===== config.mk =====
export PLATFORM = sky130hd
export DESIGN_NAME = branch_predictor
export DESIGN_NICKNAME = d
export VERILOG_FILES = /design/src/rtl/bp_pkg.sv /design/src/rtl/branch_predictor.sv
export SDC_FILE = /design/constraint.sdc
export NUM_CORES = 1
export LEC_CHECK = 0
export ABC_AREA = 1
export CAP_MARGIN = 20
export CELL_PAD_IN_SITES_DETAIL_PLACEMENT = 1
export CELL_PAD_IN_SITES_GLOBAL_PLACEMENT = 2
export CORE_ASPECT_RATIO = 0.7
export CORE_MARGIN = 4
export CORE_UTILIZATION = 39
export DETAILED_ROUTE_END_ITERATION = 8
export PLACE_DENSITY_LB_ADDON = 0.1
export SLEW_MARGIN = 20
export SYNTH_ARGS = -nofsm -noshare
export SYNTH_HDL_FRONTEND = slang
export SYNTH_SLANG_ARGS = --single-unit

===== constraint.sdc =====
create_clock -name clk_i -period 6.4 [get_ports clk_i]
set_clock_uncertainty 0.2 [all_clocks]
set_input_delay 0.96 -clock clk_i [delete_from_list [all_inputs] [get_ports clk_i]]
set_output_delay 0.96 -clock clk_i [all_outputs]
set_load 0.01 [all_outputs]

===== src/rtl/bp_pkg.sv =====
// Branch predictor shared types: counter encoding, default sizes,
// and the 2-bit saturating counter update function.
package bp_pkg;

  localparam int BP_ENTRIES = 16;
  localparam int BP_XLEN    = 32;

  typedef enum logic [1:0] {
    SNT = 2'b00,
    WNT = 2'b01,
    WT  = 2'b10,
    ST  = 2'b11
  } ctr_t;

  function automatic ctr_t ctr_next(
    input ctr_t c,
    input logic taken
  );
    ctr_t n;
    n = c;
    if (taken) begin
      if (c != ST) n = ctr_t'(c + 2'b01);
    end else begin
      if (c != SNT) n = ctr_t'(c - 2'b01);
    end
    return n;
  endfunction

endpackage


===== src/rtl/branch_predictor.sv =====
// Direct-mapped BTB + 2-bit counter predictor. Zero-latency lookup of
// fetch_pc_i; resolve_* updates the table on the next rising edge.
// Ports: clk_i, rst_i (sync, active-high), fetch_pc_i -> predict_taken_o,
// predict_target_o; resolve_* inputs -> mispredict_o (registered pulse).
module branch_predictor
  import bp_pkg::*;
#(
  parameter int ENTRIES = BP_ENTRIES,
  parameter int XLEN    = BP_XLEN
) (
  input  logic            clk_i,
  input  logic            rst_i,
  input  logic [XLEN-1:0] fetch_pc_i,
  output logic            predict_taken_o,
  output logic [XLEN-1:0] predict_target_o,
  input  logic            resolve_valid_i,
  input  logic [XLEN-1:0] resolve_pc_i,
  input  logic            resolve_taken_i,
  input  logic [XLEN-1:0] resolve_target_i,
  input  logic            resolve_pred_taken_i,
  output logic            mispredict_o
);

  localparam int IDXW = $clog2(ENTRIES);
  localparam int TAGW = XLEN - IDXW - 2;

  logic            valid_q [ENTRIES];
  logic [TAGW-1:0] tag_q   [ENTRIES];
  logic [XLEN-1:0] tgt_q   [ENTRIES];
  ctr_t            ctr_q   [ENTRIES];
  logic            mis_q;

  logic [IDXW-1:0] f_idx;
  logic [TAGW-1:0] f_tag;
  logic            f_hit;
  logic [IDXW-1:0] r_idx;
  logic [TAGW-1:0] r_tag;
  logic            r_hit;
  logic            unused_pc_bits;

  assign f_idx = fetch_pc_i[IDXW+1:2];
  assign f_tag = fetch_pc_i[XLEN-1:IDXW+2];
  assign r_idx = resolve_pc_i[IDXW+1:2];
  assign r_tag = resolve_pc_i[XLEN-1:IDXW+2];

  // Instructions are word aligned; the low PC bits carry no information.
  assign unused_pc_bits = ^{fetch_pc_i[1:0], resolve_pc_i[1:0]};

  assign f_hit = valid_q[f_idx] && (tag_q[f_idx] == f_tag);
  assign r_hit = valid_q[r_idx] && (tag_q[r_idx] == r_tag);

  // Lookup reads registered state only, so a same-cycle resolve is
  // seen from the following cycle.
  assign predict_taken_o  = f_hit && ctr_q[f_idx][1];
  assign predict_target_o = predict_taken_o ? tgt_q[f_idx]
                                            : fetch_pc_i + XLEN'(4);
  assign mispredict_o     = mis_q;

  always_ff @(posedge clk_i) begin
    if (rst_i) begin
      for (int i = 0; i < ENTRIES; i++) begin
        valid_q[i] <= 1'b0;
        ctr_q[i]   <= WNT;
      end
      mis_q <= 1'b0;
    end else begin
      mis_q <= resolve_valid_i &&
               (resolve_taken_i != resolve_pred_taken_i);
      if (resolve_valid_i) begin
        if (r_hit) begin
          ctr_q[r_idx] <= ctr_next(ctr_q[r_idx], resolve_taken_i);
          if (resolve_taken_i) tgt_q[r_idx] <= resolve_target_i;
        end else if (resolve_taken_i) begin
          // Taken miss replaces whatever occupied the slot.
          valid_q[r_idx] <= 1'b1;
          tag_q[r_idx]   <= r_tag;
          tgt_q[r_idx]   <= resolve_target_i;
          ctr_q[r_idx]   <= WT;
        end
      end
    end
  end

endmodule


### Word level (Yosys, flattened, before mapping)

Memories as Yosys holds them, arrays and structs flattened.
Index checks and enable logic that the tools add are counted.
W data, S select, Z words.

| operators by class | value |
|---|---|
| reductions and logical operators | 7 |
| eq/ne operators | 4 |
| $add $sub $neg | 3 |
| bitwise operators | 2 |
| multiplexer cells | 30 |

Operators with widths:

| operator | count |
|---|---|
| $mux W32 | 2 |
| $eq A26 B26 Y1 | 2 |
| $add A32 B3 Y32 const B | 1 |
| $mux W1 | 18 |
| $mux W2 | 8 |
| $mux W4 | 2 |
| $logic_and A1 B1 Y1 | 4 |
| $add A2 B1 Y2 const B | 1 |
| $ne A2 B2 Y1 const B | 1 |
| $or A1 B1 Y1 | 2 |
| $reduce_bool A2 Y1 | 1 |
| $reduce_or A2 Y1 | 1 |
| $sub A2 B1 Y2 const B | 1 |
| $ne A1 B1 Y1 | 1 |
| $reduce_or A1 Y1 | 1 |

| word-level totals | value |
|---|---|
| RAM bits | 976 |
| output and inout port bits | 34 |
| word-level logic and storage cells | 51 |
| memories kept | 4 |
| input bits | 101 |
| register bits after elaboration | 1 |

Memories:

| memory | words | width | read ports | clocked after memory_dff | wr ports | line | text |
|---|---|---|---|---|---|---|---|
| tgt_q | 16 | 32 | 1 | 0 | 1 | branch_predictor.sv:29 | `logic [XLEN-1:0] tgt_q [ENTRIES];` |
| tag_q | 16 | 26 | 2 | 0 | 1 | branch_predictor.sv:28 | `logic [TAGW-1:0] tag_q [ENTRIES];` |
| ctr_q | 16 | 2 | 2 | 0 | 16 | branch_predictor.sv:30 | `ctr_t ctr_q [ENTRIES];` |
| valid_q | 16 | 1 | 2 | 0 | 16 | branch_predictor.sv:27 | `logic valid_q [ENTRIES];` |

### Depth between registers and ports, before layout

Gate-level depths: netlist (run 1).
An unclocked memory read counts as a cell.

| logic depth | value |
|---|---|
| depth in word-level cells | 10 |
| depth in mapped cells | 23 |

### Worst setup path before layout (run 1)

No wires, ideal clock.

| path | value |
|---|---|
| path kind | input to register |
| from | input port resolve_pc_i[2] |
| to | memory tag_q[2][0] (netlist bit) (enable) |
| path buffers | 3 |
| arrival time | 4.109 ns |
| stages on the path | 18 |
| setup slack | 1.649 ns |
| data required time | 5.758 ns |
| cell sequence | buf_4 buf_6 buf_2 nand2_1 o21ai_0 nand2_1 nand2_1 nand2_1 nand2_1 nor3_1 inv_1 nand2_1 nor2_1 nand2_1 nor2_1 nand2_1 nor2_1 nor3_1 |

| on the way | value |
|---|---|
| word-level cells in the longest chain between the ends | 7 |

Ends and longest elaborated chain:

| what | line | text |
|---|---|---|
| start: declaration | branch_predictor.sv:17 | `input logic [XLEN-1:0] resolve_pc_i,` |
| $mem_v2 Z16 W26 | -- |  |
| $eq A26 B26 Y1 | branch_predictor.sv:50 | `assign r_hit = valid_q[r_idx] && (tag_q[r_idx] == r_tag);` |
| $logic_and A1 B1 Y1 | branch_predictor.sv:50 |  |
| $mux W1 | branch_predictor.sv:70 | `if (r_hit) begin` |
| $mux W1 | branch_predictor.sv:69 | `if (resolve_valid_i) begin` |
| $mux W1 | branch_predictor.sv:60 | `if (rst_i) begin` |
| $mux W1 (implied by the code) | branch_predictor.sv:76 | `tag_q[r_idx] <= r_tag;` |
| end: declaration | branch_predictor.sv:28 |  |

Several ways; a longest one is shown, not always the timed one.

### Worst setup path in the final report (run 1)

| path | value |
|---|---|
| from | input port fetch_pc_i[5] |
| to | output port predict_target_o[20] |

| on the way | value |
|---|---|
| word-level cells in the longest chain between the ends | 5 |

Ends and longest elaborated chain:

| what | line | text |
|---|---|---|
| start: declaration | branch_predictor.sv:13 | `input logic [XLEN-1:0] fetch_pc_i,` |
| $mem_v2 Z16 W26 | -- |  |
| $eq A26 B26 Y1 | branch_predictor.sv:49 | `assign f_hit = valid_q[f_idx] && (tag_q[f_idx] == f_tag);` |
| $logic_and A1 B1 Y1 | branch_predictor.sv:49 |  |
| $logic_and A1 B1 Y1 | branch_predictor.sv:54 | `assign predict_taken_o = f_hit && ctr_q[f_idx][1];` |
| $mux W32 * | branch_predictor.sv:55 | `assign predict_target_o = predict_taken_o ? tgt_q[f_idx]` |
| end: declaration | branch_predictor.sv:15 | `output logic [XLEN-1:0] predict_target_o,` |

Every way passes the cells marked *; elsewhere a longest branch is shown, timed or not.

==> results.ini, run 1 <==
[status]
status=finished, final reports clean

[floorplanning]
rows=104
die_y_um=292.9
io_pins=135
die_x_um=415.1
dieArea_um2=121600
core_area_um2=115000
start_util_pct=39.32

[synthesis]
yosysWarnings=0
ys_seq_area_share_pct=64.48
synthFlopType=edfxtp_1
yosysUniqueCellTypes=47
syn-num-nets=4602
syn_avg_cell_area_um2=10.05
async_flop_share_pct=0
synth-edff-count=960
ys_ff_latch=977
syn-cell-area_um2=45230
syn_inst=4500

[routing]
drt-pass1-iter-count=5
via_per_inst=5.588
via_count=34780
drt-total-wl_um=168500
drc=0
routedWlPerCell_um=27.07
postRouteAntennaNets=0
initialDrtViolationCount=3365

[global_route]
grt_max_degree=97
grt_pass1_vias=34460
grt_antenna_before_repair=11
grt_pass1_wl_um=244400
overflow=0
grt_usage_pct=27.31

[clock_network]
insertion_delay_ns=0.72
path_clk_slew_ns=0.06
cts.hold.buffers_added=0
cts_buffers=101
cts_setup_buffers=0
cts_resized=0
clock_sinks=977
clock-root-buffer=clkbuf_16
cts_buffer_depth=3
cts_tree=done
htree_levels=3

[power]
total_power_mw=14.49
leakage_nw=18.84
ir_drop_uv=212.8
power_density_nw_per_um2=277.7

[setup_path]
reg2reg_from=tag_q[11][15]$_DFFE_PP_
worstPathRequired_ns=5.24
cp.arrival_ns=4.87
cp-start-kind=primary input
worstRegToRegCells=19
critical_path_class=primary input to output port
crit_path_end_kind=output port
cp_max_fo=14
r2r-end=tag_q[5][16]$_DFFE_PP_
r2r_setup_slack_ns=2.66

[placed_design]
dp_hpwl_um=102500
port-buffer-count=132
gp_congestion=0.8418

[cells_and_area]
fin_nets=4697
final_util_pct=45.36
drive_above_1_share_pct=7.694
syn_to_final_growth_pct=15.35

[hold_path]
hp-start=valid_q[1]$_DFF_P_
whs_path_depth=2
min_path_type=register to register
hold_end=valid_q[1]$_DFF_P_

[timing]
fin_crit_sh_pct=94.16
holdWs_ns=0.2806
slew_headroom_pct=39.01
rsz0062_at_grt=false
setup_tns_ns=0
setup_viol=0
slew_viol_final=0
worstMarginPinSlew_ns=0.9117
fmax_ghz=0.1659
period_minus_slack_ns=6.026
hold_viol=0

[job]
drv_cap=0

[placed cells by master, fill, tap and decap left out, types with 27 or more instances in the layout]
cell type and count:
nand2_1 1109, edfxtp_1 960, o21ai_0 607, nor2_1 483, inv_1 255, nand3_1 177
a21oi_1 161, clkdlybuf4s50_1 127, buf_4 114, o22ai_1 103, clkbuf_16 101, o21ai_1 64
o221ai_1 52, o211ai_1 39, nor2_4 34, buf_12 33, xor2_1 29, a22oi_1 29
nor3_1 27
[cell families (layout without fill, tap and decap cells)]
| logic type | after synthesis | count (layout) | share of synthesized area, % |
|---|---|---|---|
| adders and majority gates | 1 | 1 | 0.02766 |
| other | 0 | 8 | 0 |
| DFF | 977 | 977 | 64.48 |
| buffers and inverters | 552 | 731 | 5.449 |
| AOI/OAI and AO/OA | 1064 | 1064 | 12.92 |
| xor gates and xnor gates | 32 | 32 | 0.6196 |
| and+or+nand+nor | 1874 | 1874 | 16.50 |
[synthesized netlist by cell type (all sizes together), types with 2 or more instances]
cell,instances,area [µm²]
nand2,1114,4197
edfxtp,960,28830
o21ai,671,3358
nor2,522,1993
inv,265,994.7
nand3,179,905.9
buf,173,1042
a21oi,161,805.8
clkbuf,112,420.4
o22ai,103,644.4
o221ai,52,455.4
o211ai,39,292.8
nor3,32,187.7
a22oi,29,217.7
xor2,29,254.0
dfxtp,17,340.3
nand4,17,112.6
a21o,3,22.52
nor4,3,18.77
xnor2,3,26.28
a21boi,2,18.77
clkinv,2,7.510
o21bai,2,15.01
or2,2,12.51
[through the flow]
stage	cells	setup slack (ns)	instance area, µm²
2_1_floorplan	4500	1.649	45230
3_3_place_gp	6029	0.3498	48800
3_5_place_dp	6029	0.3316	48800
4_1_cts	6216	0.3091	52160
5_1_grt	6218	0.1861	52160
6_report	6224	0.3740	52180
[report_power, final]
| part | leakage, nW | internal [mW] | switching (mW) | total, mW |
|---|---|---|---|---|
| logic | 8.45 | 0.375 | 0.952 | 1.33 |
| clock network | 1.62 | 3.43 | 2.64 | 6.07 |
| registers | 8.77 | 7.07 | 0.0175 | 7.09 |
| total | 18.8 | 10.9 | 3.61 | 14.5 |
[state kept, by name, summed over array words and instances (netlist names)]
signal and count:
tag_q 416, tgt_q 512, mispredict_o 1, valid_q 16, ctr_q 32
[layout make-up]
type	instances	area (µm²)
clock inverters	58	671.9
diodes	8	20.02
well taps	1537	1923
inverters	267	1021
fillers	12670	62850
clock buffers	129	2683
repair buffers	277	2831
flip-flops and latches	977	29170
multi-input cells	2971	13860
[per-layer routing]
| layer | wire (µm) | GRT usage (%) | up-vias |
|---|---|---|---|
| li1 | - | - | 15870 |
| met1 | 80980 | 41.81 | 17700 |
| met2 | 74210 | 41.80 | 1029 |
| met3 | 10310 | 3.847 | 174 |
| met4 | 2966 | 5.075 | 4 |
| met5 | 27 | 0 | - |
[worst max-delay path: stages]
cell	delay, ns
clkdlybuf4s50_1	0.63
nand2_1	0.23
clkinv_2	0.30
buf_4	0.30
nand2_1	0.08
nand2_1	0.06
o21bai_1	0.23
xor2_1	0.17
nand2_1	0.08
nor2_1	0.20
nand3_2	0.26
nor2_8	0.19
buf_4	0.22
nor2_1	0.07
nor2_1	0.24
clkdlybuf4s50_1	0.59
[worst max-delay path by stage]
stage / start / end / slack, ns / cells past startpoint
2_1_floorplan: resolve_pc_i[2] / tag_q[2][0]$_DFFE_PP_ / 1.65 / 18
3_3_place_gp: fetch_pc_i[5] / predict_target_o[20] / 0.35 / 17
3_5_place_dp: fetch_pc_i[5] / predict_target_o[20] / 0.33 / 17
4_1_cts: fetch_pc_i[5] / predict_target_o[20] / 0.31 / 17
5_1_grt: fetch_pc_i[5] / predict_target_o[20] / 0.19 / 17
6_report: fetch_pc_i[5] / predict_target_o[20] / 0.37 / 16
(Power assumes the default switching activity.)
==> run 2: changes to the inputs <==
SKIP_LAST_GASP = 1   (was not set)
==> results of run 2 <==
No change in the layout: final DEF, timing and power equal those of run 1.
